$ cat src/rtl/pc_sequencer_if.sv
// Fetch-side bundle of pc_sequencer: redirect channels, predictor hints, fetch handshake and status.
// master is the sequencer's view; slave is the view of the stages that feed it.
interface pc_sequencer_if #(
  parameter int AW        = 32,
  parameter int NRED      = 4,
  parameter int RAS_DEPTH = 8
);
  localparam int SW = (NRED > 1) ? $clog2(NRED) : 1;
  localparam int CW = $clog2(RAS_DEPTH) + 1;

  logic [NRED-1:0]    redirect_valid;
  logic [NRED*AW-1:0] redirect_pc;
  logic               pred_take_F;
  logic [AW-1:0]      pred_pc_F;
  logic               is_call_F;
  logic               is_ret_F;
  logic               fetch_ready;
  logic               fetch_valid;
  logic [AW-1:0]      pc_F;
  logic               pending;
  logic [SW-1:0]      redirect_sel;
  logic [CW-1:0]      ras_count;

  modport master (
    input  redirect_valid, redirect_pc, pred_take_F, pred_pc_F,
           is_call_F, is_ret_F, fetch_ready,
    output fetch_valid, pc_F, pending, redirect_sel, ras_count
  );

  modport slave (
    output redirect_valid, redirect_pc, pred_take_F, pred_pc_F,
           is_call_F, is_ret_F, fetch_ready,
    input  fetch_valid, pc_F, pending, redirect_sel, ras_count
  );
endinterface

$ cat src/rtl/pc_sequencer.sv
// Fetch-stage next-PC sequencer: prioritised redirects (held across stalls), RAS, predictor, increment.
// The return-address stack is built only when PC_SEQ_RAS_EN is defined.
module pc_sequencer #(
  parameter int            AW        = 32,
  parameter logic [AW-1:0] RESET_PC  = 32'h0000_3000,
  parameter int            NRED      = 4,
  parameter int            INC       = 4,
  parameter int            RET_OFF   = 8,
  parameter int            RAS_DEPTH = 8
) (
  input logic           clk,
  input logic           rst,
  pc_sequencer_if.master bus
);
  localparam int SW = (NRED > 1) ? $clog2(NRED) : 1;
  localparam int CW = $clog2(RAS_DEPTH) + 1;

  logic          fetch_valid_q;
  logic [AW-1:0] pc_q;
  logic [AW-1:0] pc_next;
  logic          held_valid;
  logic [SW-1:0] held_ch;
  logic [AW-1:0] held_pc;
  logic [SW-1:0] sel_q;

  logic          live_valid;
  logic [SW-1:0] live_ch;
  logic [AW-1:0] live_pc;
  logic          live_wins;
  logic          eff_valid;
  logic [SW-1:0] eff_ch;
  logic [AW-1:0] eff_pc;
  logic          apply;
  logic          latch;
  logic          seq_step;
  logic          ret_hit;
  logic [AW-1:0] ras_top;

  // NOTE: every always_comb output gets a default before any branch, so no latch is inferred.
  always_comb begin
    live_valid = 1'b0;
    live_ch    = '0;
    live_pc    = '0;
    // Scan high to low so the lowest-index request is the one left standing.
    for (int i = NRED - 1; i >= 0; i--) begin
      if (bus.redirect_valid[i]) begin
        live_valid = 1'b1;
        live_ch    = SW'(i);
        live_pc    = bus.redirect_pc[i*AW +: AW];
      end
    end
  end

  assign live_wins = live_valid && (!held_valid || (live_ch <= held_ch));
  assign eff_valid = live_valid || held_valid;
  assign eff_ch    = live_wins ? live_ch : held_ch;
  assign eff_pc    = live_wins ? live_pc : held_pc;
  assign apply     = bus.fetch_ready && eff_valid;
  assign latch     = !bus.fetch_ready && live_wins;
  assign seq_step  = fetch_valid_q && bus.fetch_ready && !eff_valid;

  always_comb begin
    pc_next = pc_q;
    if (apply) begin
      pc_next = eff_pc;
    end else if (seq_step) begin
      if (ret_hit)               pc_next = ras_top;
      else if (bus.pred_take_F)  pc_next = bus.pred_pc_F;
      else                       pc_next = pc_q + AW'(INC);
    end
  end

  // NOTE: sequential state uses non-blocking assignments only, so every flop samples pre-edge values.
  always_ff @(posedge clk or posedge rst) begin
    if (rst) begin
      fetch_valid_q <= 1'b0;
      pc_q          <= RESET_PC;
      held_valid    <= 1'b0;
      held_ch       <= '0;
      held_pc       <= '0;
      sel_q         <= '0;
    end else begin
      fetch_valid_q <= 1'b1;
      pc_q          <= pc_next;
      if (apply) begin
        held_valid <= 1'b0;
        sel_q      <= eff_ch;
      end else if (latch) begin
        held_valid <= 1'b1;
        held_ch    <= live_ch;
        held_pc    <= live_pc;
        sel_q      <= live_ch;
      end
    end
  end

`ifdef PC_SEQ_RAS_EN
  localparam int PW = $clog2(RAS_DEPTH);

  logic [AW-1:0] ras_mem [RAS_DEPTH];
  logic [PW-1:0] ras_ptr;
  logic [PW-1:0] top_idx;
  logic [CW-1:0] ras_cnt;
  logic          push;
  logic          pop;

  assign top_idx = ras_ptr - 1'b1;
  assign ras_top = ras_mem[top_idx];
  assign ret_hit = bus.is_ret_F && (ras_cnt != '0);
  assign push    = seq_step && bus.is_call_F;
  assign pop     = seq_step && ret_hit;

  // A full stack keeps wrapping the pointer, so the oldest entry is the one overwritten.
  always_ff @(posedge clk or posedge rst) begin
    if (rst) begin
      ras_ptr <= '0;
      ras_cnt <= '0;
    end else if (apply && (eff_ch == '0)) begin
      ras_cnt <= '0;
    end else if (push && !pop) begin
      ras_ptr <= ras_ptr + 1'b1;
      if (ras_cnt != CW'(RAS_DEPTH)) ras_cnt <= ras_cnt + 1'b1;
    end else if (pop && !push) begin
      ras_ptr <= top_idx;
      ras_cnt <= ras_cnt - 1'b1;
    end
  end

  // NOTE: stack storage has no reset; ras_cnt alone decides which entries are meaningful.
  always_ff @(posedge clk) begin
    if (push) ras_mem[pop ? top_idx : ras_ptr] <= pc_q + AW'(RET_OFF);
  end

  assign bus.ras_count = ras_cnt;
`else
  wire [AW+1:0] unused_ras = {bus.is_call_F, bus.is_ret_F, AW'(RET_OFF)};

  assign ret_hit       = 1'b0;
  assign ras_top       = '0;
  assign bus.ras_count = '0;
`endif

  assign bus.fetch_valid  = fetch_valid_q;
  assign bus.pc_F         = pc_q;
  assign bus.pending      = held_valid;
  assign bus.redirect_sel = sel_q;
endmodule
$ cat src/flat_wrapper.sv
// flat-port wrapper written by rule: the top's interface ports become plain ports
module pc_sequencer_flat 
#(
  parameter int            AW        = 32,
  parameter logic [AW-1:0] RESET_PC  = 32'h0000_3000,
  parameter int            NRED      = 4,
  parameter int            INC       = 4,
  parameter int            RET_OFF   = 8,
  parameter int            RAS_DEPTH = 8
)
  (clk, rst, bus_redirect_valid, bus_redirect_pc, bus_pred_take_F, bus_pred_pc_F, bus_is_call_F, bus_is_ret_F, bus_fetch_ready, bus_fetch_valid, bus_pc_F, bus_pending, bus_redirect_sel, bus_ras_count);
  pc_sequencer_if #(.AW(AW), .NRED(NRED), .RAS_DEPTH(RAS_DEPTH)) bus_i ();
  input logic clk;
  input logic rst;
  input wire logic [$bits(bus_i.redirect_valid)-1:0] bus_redirect_valid;
  input wire logic [$bits(bus_i.redirect_pc)-1:0] bus_redirect_pc;
  input wire logic [$bits(bus_i.pred_take_F)-1:0] bus_pred_take_F;
  input wire logic [$bits(bus_i.pred_pc_F)-1:0] bus_pred_pc_F;
  input wire logic [$bits(bus_i.is_call_F)-1:0] bus_is_call_F;
  input wire logic [$bits(bus_i.is_ret_F)-1:0] bus_is_ret_F;
  input wire logic [$bits(bus_i.fetch_ready)-1:0] bus_fetch_ready;
  output wire logic [$bits(bus_i.fetch_valid)-1:0] bus_fetch_valid;
  output wire logic [$bits(bus_i.pc_F)-1:0] bus_pc_F;
  output wire logic [$bits(bus_i.pending)-1:0] bus_pending;
  output wire logic [$bits(bus_i.redirect_sel)-1:0] bus_redirect_sel;
  output wire logic [$bits(bus_i.ras_count)-1:0] bus_ras_count;
  assign bus_i.redirect_valid = bus_redirect_valid;
  assign bus_i.redirect_pc = bus_redirect_pc;
  assign bus_i.pred_take_F = bus_pred_take_F;
  assign bus_i.pred_pc_F = bus_pred_pc_F;
  assign bus_i.is_call_F = bus_is_call_F;
  assign bus_i.is_ret_F = bus_is_ret_F;
  assign bus_i.fetch_ready = bus_fetch_ready;
  assign bus_fetch_valid = bus_i.fetch_valid;
  assign bus_pc_F = bus_i.pc_F;
  assign bus_pending = bus_i.pending;
  assign bus_redirect_sel = bus_i.redirect_sel;
  assign bus_ras_count = bus_i.ras_count;
  pc_sequencer #(.AW(AW), .RESET_PC(RESET_PC), .NRED(NRED), .INC(INC), .RET_OFF(RET_OFF), .RAS_DEPTH(RAS_DEPTH)) u_core (.clk(clk), .rst(rst), .bus(bus_i));
endmodule
$ cat config.mk
export PLATFORM = sky130hd
export DESIGN_NAME = pc_sequencer_flat
export DESIGN_NICKNAME = d
export VERILOG_FILES = /design/src/rtl/pc_sequencer_if.sv /design/src/rtl/pc_sequencer.sv /design/src/flat_wrapper.sv
export SDC_FILE = /design/constraint.sdc
export NUM_CORES = 1
export LEC_CHECK = 0
export ABC_CLOCK_PERIOD_IN_PS = 4000
export BUFFER_PORTS_ARGS = -buffer_cell sky130_fd_sc_hd__buf_2
export CORE_UTILIZATION = 53
export DETAILED_ROUTE_END_ITERATION = 10
export PLACE_DENSITY = 0.87
export SKIP_LAST_GASP = 1
export SYNTH_ARGS = -nofsm -noshare
export SYNTH_HDL_FRONTEND = slang
export SYNTH_SLANG_ARGS = --single-unit
$ cat constraint.sdc
create_clock -name clk -period 4 [get_ports clk]
set_clock_uncertainty 0.15 [all_clocks]
set_input_delay 0 -clock clk [delete_from_list [all_inputs] [get_ports clk]]
set_output_delay 0 -clock clk [all_outputs]
set_load 0.1 [all_outputs]
## Word level (Yosys, flattened, before mapping)

Index checks and enable logic that the tools add are counted.

| storage, ports and cells | value |
|---|---|
| output and inout port bits | 40 |
| register bits after elaboration | 70 |
| bits of input ports | 170 |

| cells by class | value |
|---|---|
| multiplexer cells | 21 |
| bitwise logic cells | 1 |
| add/sub/neg operators | 1 |
| magnitude comparators | 1 |
| reduce and logical (&&, ||, !) cells | 13 |

Operator list:

| cell | number |
|---|---|
| 32-bit two-way mux | 8 |
| 32-bit by 3-bit adder with 32-bit output (second input constant) | 1 |
| 2-bit two-way mux | 7 |
| 1-bit two-way mux | 6 |
| 1-bit logical AND | 5 |
| 2-bit nonzero test | 2 |
| 1-bit logical NOT | 3 |
| 2-bit less-or-equal comparator | 1 |
| 1-bit logical OR | 2 |
| 2-bit AND reduction | 1 |
| 1-bit inverter | 1 |

## Depth between registers and ports, before layout

| logic depth | value |
|---|---|
| depth after elaboration | 10 |
| gate-level depth with buffers | 13 |
| gate-level depth less buffers | 10 |

## Least setup slack after synthesis

Ideal clock, no wire load.

| timing path | value |
|---|---|
| kind | reg2reg |
| start | reg u_core.pc_q[4] (netlist: u_core.bus.pc_F[4]) |
| end | reg u_core.pc_q[23] (netlist: u_core.bus.pc_F[23]) |
| slack | 1143 ps |
| required time | 3707 ps |
| cell stages (with the launch flop) | 8 |
| period minus slack after synthesis | 2857 ps |
| path buffers | 1 |
| setup time | 143 ps |
| data arrival time | 2563 ps |
| cell sequence | dfrtp_1 -> buf_2 -> nand4_2 -> or3_1 -> nor3_2 -> nand3_1 -> o31ai_1 -> o221ai_1 |

| between the ends | value |
|---|---|
| word-level cells in the longest chain between the ends | 4 |

RTL lines:

| what | RTL line | source |
|---|---|---|
| start: declaration | pc_sequencer.sv:19 | `logic [AW-1:0] pc_q;` |
| start signal: assignment | pc_sequencer.sv:84 | `pc_q <= pc_next;` |
| 32-bit by 3-bit adder with 32-bit output | pc_sequencer.sv:69 | `else pc_next = pc_q + AW'(INC);` |
| 32-bit two-way mux | pc_sequencer.sv:68 | `else if (bus.pred_take_F) pc_next = bus.pred_pc_F;` |
| 32-bit two-way mux | pc_sequencer.sv:66 | `end else if (seq_step) begin` |
| 32-bit two-way mux | pc_sequencer.sv:64 | `if (apply) begin` |

No other way between the ends. The select of a mux whose other input is x is not followed.
A chain may end at the register's enable or synchronous reset.

## Worst setup path in the final report

| timing path | value |
|---|---|
| start | in bus_redirect_valid[3] |
| end | reg u_core.pc_q[23] (netlist: u_core.bus.pc_F[23]) |

| between the ends | value |
|---|---|
| word-level cells in the longest chain between the ends | 9 |
| elaborated cells on any way between the ends | 22 |

RTL lines:

| what | RTL line | source |
|---|---|---|
| start: declaration | flat_wrapper.sv:15 | `input wire logic [$bits(bus_i.redirect_valid)-1:0] bus_redirect_valid;` |
| 2-bit two-way mux (4 in a row) | pc_sequencer.sv:46 | `if (bus.redirect_valid[i]) begin` |
| 2-bit less-or-equal comparator | pc_sequencer.sv:54 | `assign live_wins = live_valid && (!held_valid \|\| (live_ch <= held_ch));` |
| 1-bit logical OR | pc_sequencer.sv:54 |  |
| 1-bit logical AND | pc_sequencer.sv:54 |  |
| 32-bit two-way mux | pc_sequencer.sv:57 | `assign eff_pc = live_wins ? live_pc : held_pc;` |
| 32-bit two-way mux | pc_sequencer.sv:64 |  |

Several ways; a longest one is shown, not always the timed one.

==> results.yml <==
sta:
  fmax_mhz: 311
  min_period_ns: 3.22
  drv_slew: 0
  fin_crit_sh_pct: 80.4
  setup_tns_ns: 0
  setup_viol: 0
  rsz0062_at_grt: "no"
  final-hold-violation-count: 0
  tightest_slew_ns: 0.896
  max-slew-margin-rel_pct: 40.2
setup_path:
  timing.rr.start: "u_core.bus.pc_F[5]"
  rr_endpoint: "u_core.bus.pc_F[23]"
  critPathMaxStageDelay_ns: 0.69
  worstPathCellList: "dlygate4sd3_1, buf_2, nor2b_2, o21ai_0, ha_1, nand2_1, o21ai_0, a21oi_4, a22oi_1, o221ai_1, dlygate4sd3_1"
  critPathKind: "in -> reg"
  crit_slowest_cell: "a21oi_4"
  worstSetupEndpoint: "u_core.bus.pc_F[23]"
  start_kind: "primary input"
  critPathCaptureType: "flop"
  cp.buffers_inverters: 3
  r2r_cells: 7
  path_depth: 11
  worst-path-max-fanout: 28
  arrival_ns: 3.35
  crit_family: "compound AO/OA/AOI/OAI gates"
  startpoint: "bus_redirect_valid[3]"
  rrSetupSlack_ns: 1.00
  required_ns: 4.14
logic_synthesis:
  postSynthAreaPerCell_um2: 7.99
  ys_ff_latch: 70
  ys_seq_area_share_pct: 35.2
  yosysUniqueCellTypes: 62
  synth-edff-count: 0
  ys_warn_count: 0
  netlist_area_mm2: 0.00498
  synthArstFlopShare_pct: 100
  syn_inst: 624
  synth_ff_type: "dfrtp_1"
grt:
  overflow: 0
  grt_pass1_wl_mm: 29.5
  grt_pass1_vias: 5870
  grt_usage_pct: 38.4
  grt_antenna_before_repair: 2
  grt_max_degree: 47
clock_network:
  cts_buffer_depth: 2
  post_cts_resized: 0
  cts_made_buffers: 9
  cts.sinks: 70
  clk_pin_slew_worst_paths_ns: 0.07
  cts_setup_buffers: 0
  cts_tree: "yes"
  holdBufCountCts: 82
  insertion_delay_ns: 0.35
  ctsRootBufferMaster: "clkbuf_8"
  htree_num_levels: 3
floorplanning:
  start_util_pct: 54.2
  io_pins: 210
  fp.dieH_um: 99.0
  die-area_mm2: 0.00980
  row_count: 35
  die_w_um: 99.0
  core_area_mm2: 0.00920
placed_design:
  portBuffers: 203
  dp_hpwl_mm: 12.5
  globalplace.congestion: 0.919
run_status:
  status: "finished, final reports clean"
route:
  drtIter0Drc: 695
  drtPass1Iterations: 7
  vias: 6330
  ant_nets: 0
  drt-total-wl_mm: 18.9
  wl_per_cell_um: 19.0
  drcViolationCount: 0
  vias_per_cell: 6.37
run:
  maxCapViolations: 0
layout:
  nNetsFinal: 1048
  final_util_pct: 76.0
  syn2layout_area_growth_pct: 40.2
  drive_gt1_share_pct: 27.4
  nFillCells: 668
pwr:
  irDropWorstVdd_mv: 0.235
  fin_total_pwr_mw: 2.96
  p_per_area_mw_per_mm2: 424
  p_leak_nw: 3.24
min_path:
  hold_class: "in -> reg"
## report_power, final
| group | switching [mW] | leakage (nW) | internal (mW) |
|---|---|---|---|
| sequential | 0.156 | 0.848 | 0.853 |
| clock | 0.271 | 0.104 | 0.369 |
| combinational | 0.937 | 2.28 | 0.375 |
## synthesized netlist by cell type (all sizes together), types with 8 or more instances
library cell / instances / area share, %
nand2: 107 / 8.1
clkbuf: 33 / 2.5
nor3: 16 / 1.7
buf: 23 / 2.9
nand4: 11 / 1.6
nor2: 57 / 4.3
o21a: 13 / 2.0
a22oi: 17 / 2.6
a221oi: 25 / 4.4
a221o: 21 / 4.2
nand3: 14 / 1.5
dfrtp: 68 / 34
a21oi: 27 / 2.9
o21ai: 71 / 7.2
xor2: 8 / 1.4
inv: 10 / 0.75
## sequential cells by signal, indices dropped and copies added (netlist names)
name                     cells
u_core.bus.pc_F             32
u_core.held_pc              32
u_core.bus.redirect_sel      2
u_core.held_ch               2
u_core.bus.fetch_valid       1
u_core.bus.pending           1
## routing by layer
metal / up-vias / routed length (µm) / GRT usage [%]
li1: 2832 / - / -
met1: 2931 / 7470 / 50.9
met2: 509 / 8800 / 61.5
met3: 58 / 2040 / 7.38
met4: 0 / 578 / 16.1
met5: - / 0 / 0
## cells in the final DEF, fill, tap and decap left out, types with 5 or more instances in the layout
cell and n:
nand2_1 107, nand3_1 13, conb_1 5, o211ai_1 5
buf_4 8, nor2_1 57, a31oi_1 6, o21a_1 13
o221ai_1 5, clkbuf_8 10, a22oi_1 17, inv_1 9
dlygate4sd3_1 82, nand4_1 9, and3_1 6, xor2_1 8
xnor2_1 6, a21oi_1 26, nor3_1 15, a221oi_1 25
o21ai_0 69, buf_2 203, a221o_1 21, o22ai_1 7
dfrtp_1 68
## worst min path at each step
stage                              from             endpoint  slack [ns]  cells past startpoint
floorplan             bus_pred_pc_F[20]  u_core.bus.pc_F[20]        0.05                      2
CTS                 bus_redirect_pc[59]   u_core.held_pc[27]       0.005                      3
global route        bus_redirect_pc[59]   u_core.held_pc[27]        0.04                      3
detailed placement                  rst   u_core.bus.pc_F[6]        0.08                      2
finish                bus_pred_pc_F[19]  u_core.bus.pc_F[19]       0.006                      4
global placement                    rst    u_core.held_pc[7]        0.07                      2
## layout make-up
class	count	area, µm²	share of cell area (%)
diodes	2	5.00	0.0716
clock buffers	13	149	2.13
clock inverters	3	67.6	0.967
inverters	10	37.5	0.537
multi-input cells	491	2940	42.0
flip-flops and latches	70	1750	25.1
well taps	111	139	1.99
repair buffers	293	1900	27.1
## cells by family (layout without fill, tap and decap cells)
logic type	Yosys count	in the layout	share of synthesized area, %
XOR/XNOR	14	14	2.46
AND/OR/NAND/NOR	228	228	20.6
multiplexers	6	6	1.28
AO/OA/AOI/OAI	235	235	33.4
other	2	7	0.151
buffers and inverters	66	319	6.15
flip-flops	70	70	35.2
adder cells (fa/ha/maj)	3	3	0.753
## per-stage QoR
step	hold WS, ns	worst slack (ns)	std cells	area (µm²)
finish	0.00609	0.785	993	6990
floorplan	0.0511	1.14	627	5000
CTS	0.00526	0.823	991	6980
global route	0.0401	0.603	993	6990
detailed placement	0.0818	0.911	893	5940
global placement	0.0658	1.05	893	5940
## tightest hold or removal path, delay by kind of cell
kind                   cells  cell delay (ns)
AO/OA/AOI/OAI              3             0.40
buffers and inverters      1             0.07
No activity file was read; power rests on OpenSTA's default activity.
